File: config.mk
export PLATFORM = sky130hd
export DESIGN_NAME = wb_master32
export DESIGN_NICKNAME = d
export VERILOG_FILES = /design/src/rtl/wb_pkg.sv /design/src/rtl/wb_lane_extract.sv /design/src/rtl/wb_master32.sv
export SDC_FILE = /design/constraint.sdc
export NUM_CORES = 1
export LEC_CHECK = 0
export CORE_UTILIZATION = 35
export DETAILED_ROUTE_END_ITERATION = 8
export GPL_TIMING_DRIVEN = 0
export PLACE_DENSITY = 0.66
export RECOVER_POWER = 100
export SLEW_MARGIN = 20
export SYNTH_ARGS = -nofsm -noshare
export SYNTH_HDL_FRONTEND = slang
export SYNTH_SLANG_ARGS = --single-unit
export TNS_END_PERCENT = 1
File: constraint.sdc
create_clock -name clk -period 4.8 [get_ports clk]
set_clock_uncertainty 0.2 [all_clocks]
set_input_delay 0.48 -clock clk [delete_from_list [all_inputs] [get_ports clk]]
set_output_delay 0.48 -clock clk [all_outputs]
set_load 0.02 [all_outputs]
File: src/rtl/wb_pkg.sv
// rtl/wb_pkg.sv - shared size/state encodings and lane-select helpers for wb_master32
package wb_pkg;

  localparam logic [1:0] SZ_BYTE = 2'd0;
  localparam logic [1:0] SZ_HALF = 2'd1;
  localparam logic [1:0] SZ_WORD = 2'd2;

  typedef enum logic [1:0] {
    ST_IDLE = 2'd0,
    ST_BUS  = 2'd1,
    ST_DONE = 2'd2
  } state_t;

  // Byte lanes touched by an access of the given size at the given byte offset.
  function automatic logic [3:0] calc_sel(input logic [1:0] size, input logic [1:0] adr_lo);
    case (size)
      SZ_BYTE: calc_sel = 4'b0001 << adr_lo;
      SZ_HALF: calc_sel = adr_lo[1] ? 4'b1100 : 4'b0011;
      default: calc_sel = 4'b1111;
    endcase
  endfunction

  // Reserved size and unaligned half/word accesses never reach the bus.
  function automatic logic is_legal(input logic [1:0] size, input logic [1:0] adr_lo);
    case (size)
      SZ_BYTE: is_legal = 1'b1;
      SZ_HALF: is_legal = (adr_lo[0] == 1'b0);
      SZ_WORD: is_legal = (adr_lo == 2'b00);
      default: is_legal = 1'b0;
    endcase
  endfunction

endpackage

File: src/rtl/wb_lane_extract.sv
// rtl/wb_lane_extract.sv - right-justifies and zero-extends the addressed read lane
module wb_lane_extract
  import wb_pkg::*;
(
  input  logic [31:0] wb_dat_i,
  input  logic [1:0]  size,
  input  logic [1:0]  adr_lo,
  output logic [31:0] rdat
);

  // Pick the lane(s) named by size/offset and shift them down to bit 0.
  always_comb begin
    rdat = '0;
    case (size)
      SZ_BYTE: begin
        case (adr_lo)
          2'd0:    rdat = {24'h0, wb_dat_i[7:0]};
          2'd1:    rdat = {24'h0, wb_dat_i[15:8]};
          2'd2:    rdat = {24'h0, wb_dat_i[23:16]};
          default: rdat = {24'h0, wb_dat_i[31:24]};
        endcase
      end
      SZ_HALF: rdat = adr_lo[1] ? {16'h0, wb_dat_i[31:16]} : {16'h0, wb_dat_i[15:0]};
      default: rdat = wb_dat_i;
    endcase
  end

endmodule

File: src/rtl/wb_master32.sv
// rtl/wb_master32.sv - 32-bit Wishbone classic initiator with alignment checks and watchdog
module wb_master32
  import wb_pkg::*;
#(
  parameter int TIMEOUT  = 255,
  parameter int TO_WIDTH = 8
) (
  input  logic        clk,
  input  logic        reset,
  input  logic        cpu_req,
  input  logic        cpu_we,
  input  logic [31:0] cpu_adr,
  input  logic [1:0]  cpu_size,
  input  logic [31:0] cpu_wdat,
  output logic [31:0] cpu_rdat,
  output logic        cpu_ack,
  output logic        cpu_err,
  output logic        cpu_busy,
  output logic        wb_cyc_o,
  output logic        wb_stb_o,
  output logic        wb_we_o,
  output logic [31:0] wb_adr_o,
  output logic [3:0]  wb_sel_o,
  output logic [31:0] wb_dat_o,
  input  logic [31:0] wb_dat_i,
  input  logic        wb_ack_i
);

  state_t              state;
  state_t              state_nxt;
  logic [TO_WIDTH-1:0] cnt;
  logic [1:0]          size_q;
  logic [1:0]          adr_lo_q;
  logic [31:0]         lane_rdat;
  logic [31:0]         wdat_rep;
  logic                req_legal;
  logic                timed_out;

  // Lane extraction works from the size/offset captured at acceptance.
  wb_lane_extract u_lane_extract (
    .wb_dat_i (wb_dat_i),
    .size     (size_q),
    .adr_lo   (adr_lo_q),
    .rdat     (lane_rdat)
  );

  // Request legality, watchdog expiry and write-data lane replication.
  always_comb begin
    req_legal = is_legal(cpu_size, cpu_adr[1:0]);
    timed_out = (TIMEOUT != 0) && (cnt == TO_WIDTH'(TIMEOUT - 1));
    case (cpu_size)
      SZ_BYTE: wdat_rep = {4{cpu_wdat[7:0]}};
      SZ_HALF: wdat_rep = {2{cpu_wdat[15:0]}};
      default: wdat_rep = cpu_wdat;
    endcase
  end

  // Next-state: ack takes priority over a watchdog expiry in the same cycle.
  always_comb begin
    state_nxt = state;
    case (state)
      ST_IDLE: if (cpu_req && req_legal) state_nxt = ST_BUS;
      ST_BUS: begin
        if (wb_ack_i)       state_nxt = ST_DONE;
        else if (timed_out) state_nxt = ST_IDLE;
      end
      ST_DONE: state_nxt = ST_IDLE;
      default: state_nxt = ST_IDLE;
    endcase
  end

  // State register.
  always_ff @(posedge clk or posedge reset) begin
    if (reset) state <= ST_IDLE;
    else       state <= state_nxt;
  end

  // Bus outputs, response pulses, watchdog counter and captured access shape.
  always_ff @(posedge clk or posedge reset) begin
    if (reset) begin
      wb_cyc_o <= 1'b0;
      wb_stb_o <= 1'b0;
      wb_we_o  <= 1'b0;
      wb_adr_o <= '0;
      wb_sel_o <= '0;
      wb_dat_o <= '0;
      cpu_rdat <= '0;
      cpu_ack  <= 1'b0;
      cpu_err  <= 1'b0;
      cnt      <= '0;
      size_q   <= SZ_BYTE;
      adr_lo_q <= 2'b00;
    end else begin
      cpu_ack <= 1'b0;
      cpu_err <= 1'b0;
      case (state)
        ST_IDLE: begin
          if (cpu_req) begin
            if (req_legal) begin
              wb_cyc_o <= 1'b1;
              wb_stb_o <= 1'b1;
              wb_we_o  <= cpu_we;
              wb_adr_o <= {cpu_adr[31:2], 2'b00};
              wb_sel_o <= calc_sel(cpu_size, cpu_adr[1:0]);
              wb_dat_o <= wdat_rep;
              cnt      <= '0;
              size_q   <= cpu_size;
              adr_lo_q <= cpu_adr[1:0];
            end else begin
              cpu_err <= 1'b1;
            end
          end
        end
        ST_BUS: begin
          if (wb_ack_i) begin
            wb_cyc_o <= 1'b0;
            wb_stb_o <= 1'b0;
            wb_we_o  <= 1'b0;
            cpu_ack  <= 1'b1;
            if (!wb_we_o) cpu_rdat <= lane_rdat;
          end else if (timed_out) begin
            wb_cyc_o <= 1'b0;
            wb_stb_o <= 1'b0;
            wb_we_o  <= 1'b0;
            cpu_err  <= 1'b1;
          end else begin
            cnt <= cnt + 1'b1;
          end
        end
        default: ;
      endcase
    end
  end

  assign cpu_busy = (state != ST_IDLE);

endmodule

Word level (Yosys, flattened, before mapping)
Index checks and enable logic that the tools add are counted.
{"block": "word_totals", "ff_bits": 116, "inputBits": 103, "wordCells": 73}
{"block": "op_classes", "add_sub_neg": 1, "n_eq_ne": 13, "shifts": 1, "muxes": 31, "bitwise_logic": 2, "reduce_logical": 13}
{"operator": "32-bit case mux with 2 select lines", "count": 2}
{"operator": "8-bit 2-to-1 mux", "count": 4}
{"operator": "8-bit case mux with 3 select lines", "count": 1}
{"operator": "16-bit 2-to-1 mux", "count": 1}
{"operator": "8-bit case mux with 2 select lines", "count": 1}
{"operator": "1-bit 2-to-1 mux", "count": 12}
{"operator": "2-bit zero test", "count": 5}
{"operator": "2-bit inequality test (second input constant)", "count": 5}
{"operator": "8-bit by 1-bit adder with 8-bit output (second input constant)", "count": 1}
{"operator": "2-bit by 1-bit equality test with 1-bit output (second input constant)", "count": 4}
{"operator": "8-bit equality test (second input constant)", "count": 1}
{"operator": "4-bit case mux with 2 select lines", "count": 1}
{"operator": "2-bit 2-to-1 mux", "count": 3}
{"operator": "1-bit case mux with 2 select lines", "count": 3}
{"operator": "3-bit AND reduction", "count": 2}
{"operator": "5-bit AND reduction", "count": 1}
{"operator": "2-bit equality test (second input constant)", "count": 2}
{"operator": "4-bit 2-to-1 mux", "count": 1}
{"operator": "2-bit case mux with 2 select lines", "count": 1}
{"operator": "4-bit AND reduction", "count": 1}
{"operator": "2-bit nonzero test", "count": 2}
{"operator": "1-bit by 2-bit << shifter with 4-bit output (first input constant)", "count": 1}
{"operator": "3-bit inequality test (second input constant)", "count": 1}
{"operator": "1-bit case mux with 3 select lines", "count": 1}
{"operator": "3 further kinds", "count": 4}

Depth between registers and ports, before layout
{"block": "logic_depth", "word_depth": 5, "mapped_depth": 7, "mapped_depth_nobuf": 6}

By module
Synthesis repeated with hierarchy kept, for this count alone.
{"block": "unflattened", "cells_unflattened": 480, "hier_area_um2": 5507.8}
{"module": "wb_master32", "n_inst": 1, "cells_each": 379, "area_each_um2": 4941.0, "seq_area_each_um2": 2902.8}
{"module": "wb_lane_extract", "n_inst": 1, "cells_each": 101, "area_each_um2": 566.8, "seq_area_each_um2": 0.0}

Worst setup path after synthesis
OpenSTA, ideal clock, no wires.
{"block": "synth_timing", "path_kind": "input port to flip-flop", "startpoint": "input port cpu_size[0]", "endpoint": "register wb_adr_o[2]", "arrival_time_ns": 1.481, "slack_ns": 2.994, "cell_stages": 6, "n_path_buf": 3, "cell_sequence": "buf_6 -> a21oi_2 -> o211ai_4 -> buf_6 -> buf_6 -> mux2_4"}
{"block": "synth_between", "elab_chain_cells": 3, "word_cells_on_any_way": 5, "cone_classes": "2 x eq/ne; 1 x mux; 2 x reduce/logical"}
{"item": "from (decl)", "line_no": "wb_master32.sv:13", "text": "input logic [1:0] cpu_size,"}
{"item": "2-bit equality test, or another cell as far along", "line_no": "wb_pkg.sv:25", "text": "case (size)"}
{"item": "1-bit case mux with 3 select lines *", "line_no": "wb_pkg.sv:25"}
{"item": "3-bit AND reduction (no source line) *"}
{"item": "to (signal assigned)", "line_no": "wb_master32.sv:103", "text": "wb_adr_o <= {cpu_adr[31:2], 2'b00};"}
{"item": "to (decl)", "line_no": "wb_master32.sv:22", "text": "output logic [31:0] wb_adr_o,"}
Mark *: on every way between the ends. The rest lies on a longest branch, timed or not.
A chain may end at the register's enable or synchronous reset.

Worst setup path in the final report
{"block": "layout_timing", "startpoint": "input port cpu_adr[0]", "endpoint": "register wb_adr_o[4]"}
{"block": "layout_between", "elab_chain_cells": 3, "word_cells_on_any_way": 4, "cone_classes": "1 x mux; 1 x bitwise; 2 x reduce/logical"}
{"item": "from (decl)", "line_no": "wb_master32.sv:12", "text": "input logic [31:0] cpu_adr,"}
{"item": "2-bit zero test / 1-bit inverter (equally long branches)", "line_no": "wb_pkg.sv:28, wb_pkg.sv:27"}
{"item": "1-bit case mux with 3 select lines *", "line_no": "wb_pkg.sv:25"}
{"item": "3-bit AND reduction (no source line) *"}
Marked as above.

==> impl_table.tex <==
\begin{tabular}{lr}
\hline
Metric & Value \\
\hline
\multicolumn{2}{l}{\textbf{Final layout}} \\
\quad Multi-input gate area & 2210 um2 \\
\quad Count of fill cells added during filler insertion & $\sim$1300 \\
\quad Area growth, synth to finish & 52.61\% \\
\quad Total number of nets in the final design & 829 \\
\quad Fraction of final layout cells sized beyond drive strength 1 & 0.1180 \\
\quad Flip-flop and latch area & 2903 um2 \\
\quad Share of the core filled with cells in the final layout & 0.5562 \\
\quad Inserted Diodes & 0 \\
\multicolumn{2}{l}{\textbf{Clock tree}} \\
\quad Number of hold buffers added after cts & 0 \\
\quad Number of gates given a new drive strength after cts & 0 \\
\quad Number of H-tree branching levels & 4 \\
\quad Clock Pin Slew Worst Setup and Hold Paths & 0.05 ns \\
\quad Number of sinks handled by clock tree synthesis & roughly 120 \\
\quad Root buffer cell & sky130\_fd\_sc\_hd\_\_clkbuf\_16 \\
\quad Total clock buffers created by CTS & 17 \\
\quad Total setup buffers inserted after CTS & 0 \\
\quad Skew-Pair Late Insertion Delay & approximately 0.4 ns \\
\quad TritonCTS clock tree & done \\
\quad Maximum root-to-sink buffer count & 2 \\
\multicolumn{2}{l}{\textbf{Drt}} \\
\quad Vias per cell & 5.053 \\
\quad Avg WL per Cell & 17.09 um \\
\quad Count of antenna-violating nets left after detailed routing & 0 \\
\quad Detailed-routing iteration count for the pre-antenna-repair pass & 6 \\
\quad Routed wire length & 15740 um \\
\quad DRC violation count after routing & 0 \\
\quad First DRT Iteration DRCs & 304 \\
\quad Number of vias in the routed layout & $\sim$4700 \\
\multicolumn{2}{l}{\textbf{Logic synthesis}} \\
\quad Netlist area before placement & 5378 um2 \\
\quad Leading cell types by total area after synthesis & sky130\_fd\_sc\_hd\_\_dfrtp\_1 (54\%), sky130\_fd\_sc\_hd\_\_mux2\_2 (7.3\%), sky130\_fd\_sc\_hd\_\_nand2\_1 (5.7\%) \\
\quad Cell type with the largest total area after synthesis & sky130\_fd\_sc\_hd\_\_dfrtp\_1 \\
\quad Top cell type's share of synthesized area & 0.5398 \\
\quad List of most frequent post-synthesis cells & sky130\_fd\_sc\_hd\_\_dfrtp\_1 (116), sky130\_fd\_sc\_hd\_\_nand2\_1 (82), sky130\_fd\_sc\_hd\_\_o21ai\_0 (57) \\
\quad Portion of the post-synthesis area used by sequential elements & 0.5398 \\
\quad Synth unique cells & 51 \\
\quad Register bit count reported by yosys & around 120 \\
\quad Post-Synthesis Mean Instance Area & 10.80 um2 \\
\quad Dominant synthesized flop cell & sky130\_fd\_sc\_hd\_\_dfrtp\_1 \\
\quad Most repeated cell in the gate-level netlist after synthesis & sky130\_fd\_sc\_hd\_\_dfrtp\_1 \\
\quad Count of flip-flops with a built-in enable after synthesis & 0 \\
\quad Synthesis warning total & 0 \\
\quad Synth async-reset ratio & 1.000 \\
\quad Instance count of the mapped netlist & 498 \\
\multicolumn{2}{l}{\textbf{GRT}} \\
\quad Antenna violations before repair & 0 \\
\quad Remaining global-route overflow & 0 \\
\quad Number of global-route vias before repair & 4848 \\
\quad Global-route wire length before repair & 26080 um \\
\quad Pin count of the biggest net entering global routing & 63 \\
\quad Overall global routing resource usage & 0.2113 \\
\multicolumn{2}{l}{\textbf{Status}} \\
\quad Result of the run & finished with violations \\
\quad Violations in the final reports & capacitance limit, slew limit \\
\multicolumn{2}{l}{\textbf{Power and ir drop}} \\
\quad Peak supply drop & 0.2607 mV \\
\quad Leakage power & 3.662 nW \\
\quad Power density of the placed cells & 534.0 nW/um2 \\
\multicolumn{2}{l}{\textbf{Worst setup path}} \\
\quad CP max FO & 10 \\
\quad Type of the worst setup path & input pin to register \\
\quad Cell seen most often among critical-path stages & sky130\_fd\_sc\_hd\_\_clkbuf\_1 \\
\quad Data required time at the worst endpoint & 4.88 ns \\
\quad Buffering stage count on the worst path with inverters included & 3 \\
\quad CP Cell Sequence & dlygate4sd3\_1 > nor3\_1 > o211ai\_1 > clkbuf\_1 > clkbuf\_1 > mux2\_1 \\
\quad Launch point of the worst reg-to-reg path & state[1]\$\_DFFE\_PP0P\_ \\
\quad CP max stage delay & 0.64 ns \\
\quad Kind of end point of the critical path & register \\
\quad Critical path data arrival time & 3.22 ns \\
\quad Cell at the slowest stage of the critical path & sky130\_fd\_sc\_hd\_\_dlygate4sd3\_1 \\
\quad Largest delay share family, worst path & buffers and inverters \\
\quad Crit path from & cpu\_adr[0] \\
\quad Type of element launching the critical path & input pin \\
\multicolumn{2}{l}{\textbf{Floorplanning}} \\
\quad DIE HEIGHT & 126.0 um \\
\quad Cell row count & 44 \\
\quad Die area & 15860 um2 \\
\quad Boundary pin count & 209 \\
\quad Core ar. & 14750 um2 \\
\quad Initial Utilization & 0.3645 \\
\quad Horiz. Die Dim & 126.0 um \\
\multicolumn{2}{l}{\textbf{STA}} \\
\quad RSZ-0062 raised after global routing & no \\
\quad Hold violation count in the final report & 0 \\
\quad Share of the cycle needed by the critical path after routing & 0.6554 \\
\quad Slew @ Worst Pin & roughly 2.8 ns \\
\quad Final period demand of the worst path & 3.146 ns \\
\quad F\_max & 317.9 MHz \\
\quad Final total negative setup slack & 0 ns \\
\quad Count of final max-slew check failures & 62 \\
\quad Worst relative slew slack & -0.9044 \\
\quad Final setup violation count & 0 \\
\multicolumn{2}{l}{\textbf{Hold path}} \\
\quad Critical hold path startpoint & cpu\_rdat[31]\$\_DFFE\_PP0P\_ \\
\quad Worst Hold Class & register to register \\
\multicolumn{2}{l}{\textbf{Placed design}} \\
\quad Final weighted congestion in routability-driven placement & 0.8648 \\
\quad Post-DP HPWL & 11810 um \\
\quad Count of buffers from port buffering & 205 \\
\multicolumn{2}{l}{\textbf{Run}} \\
\quad Number of max-cap violations & 1 \\
\hline
\end{tabular}
==> stage by stage <==
stage | cell area, um2 | std cells | hold slack [ns] | setup WS, ns | power [mW]
2_1_floorplan | 5381 | 499 | 0.2657 | 1.048 | 2.388
3_3_place_gp | 7664 | 888 | 0.2626 | -0.6854 | 3.258
3_5_place_dp | 7696 | 889 | 0.2697 | 2.144 | 3.303
4_1_cts | 8295 | 921 | 0.2811 | 2.454 | 4.587
5_1_grt | 8207 | 921 | 0.3039 | 1.395 | 4.641
6_report | 8207 | 921 | 0.2710 | 1.654 | 4.382
==> routing by layer <==
metal / up-vias / routed length, um / global-route usage
met5: - / 0 / 0
met1: 2256 / 6739 / 0.2605
met2: 187 / 7622 / 0.3507
met4: 0 / 103 / 0.05315
li1: 2203 / - / -
met3: 8 / 1278 / 0.07689
==> worst paths after layout <==
| path | endpoint | slack, ns | depth (start not counted) |
|---|---|---|---|
| max in group asynchronous | wb_dat_o[3]$_DFFE_PP0P_ | 1.97 | 2 |
| setup reg to reg | wb_adr_o[4]$_DFFE_PP0P_ | 2.06 | 5 |
| setup / recovery | wb_adr_o[4]$_DFFE_PP0P_ | 1.65 | 6 |
| min in group asynchronous | cpu_rdat[7]$_DFFE_PP0P_ | 1.14 | 2 |
| hold reg to reg | cpu_rdat[31]$_DFFE_PP0P_ | 0.27 | 2 |
| hold / removal | cpu_rdat[31]$_DFFE_PP0P_ | 0.27 | 2 |
==> registers in the layout (all words and copies together), names as in the netlist <==
register and count:
adr_lo_q 2, cpu_err 1, size_q 2, wb_we_o 1
cnt 8, wb_dat_o 32, cpu_rdat 32, wb_stb_o 1
cpu_ack 1, state 2, wb_sel_o 4, wb_adr_o 30
==> cells by family after synthesis <==
| logic type | Yosys count | share of synthesized area |
|---|---|---|
| adder cells (fa/ha/maj) | 2 | 0.004653 |
| AND/OR/NAND/NOR | 143 | 0.1233 |
| multiplexers | 69 | 0.1445 |
| AO/OA/AOI/OAI | 123 | 0.1410 |
| XOR/XNOR | 3 | 0.004887 |
| flip-flops | 116 | 0.5398 |
| other | 1 | 0.0006973 |
| buffers and inverters | 41 | 0.04118 |
==> where the power goes <==
part	total [mW]	internal, mW	switching, mW	leakage [nW]
Sequential	1.48	1.30	0.174	1.44
Combinational	1.65	0.746	0.901	1.93
Clock	1.26	0.830	0.429	0.288
==> placed cells by master, fill, tap and decap left out, drive strengths merged, types with 3 or more instances in the layout <==
cell / netlist / routed
a211o: 6 / 6
dfrtp: 116 / 116
a21oi: 23 / 23
inv: 6 / 5
mux2i: 27 / 27
xor2: 3 / 3
nand2b: 4 / 4
mux2: 41 / 41
a21o: 6 / 6
o21ai: 58 / 58
clkinv: 0 / 3
or2: 3 / 3
clkbuf: 9 / 45
clkdlybuf4s50: 0 / 98
a22oi: 8 / 8
nor2: 21 / 21
o211ai: 3 / 3
nand3b: 6 / 6
a22o: 3 / 3
nand3: 6 / 6
dlygate4sd3: 0 / 107
nor2b: 10 / 10
nand2: 82 / 82
o31ai: 7 / 7
buf: 26 / 15
clkinvlp: 0 / 4
==> cell type report <==
cell class,count,area share
sequential,116,0.3537
multi-input combinational,342,0.2692
timing repair buffer,206,0.2534
clock buffer,24,0.06114
tap,184,0.02805
buffer,35,0.01967
clock inverter,8,0.01189
inverter,6,0.002897
==> worst min-delay path, stage by stage (launching register included) <==
cell,delay [ns]
sky130_fd_sc_hd__dfrtp_1,0.33
sky130_fd_sc_hd__nand2_1,0.04
sky130_fd_sc_hd__o21ai_0,0.06
Note: power is estimated with default switching activity, not from simulation.
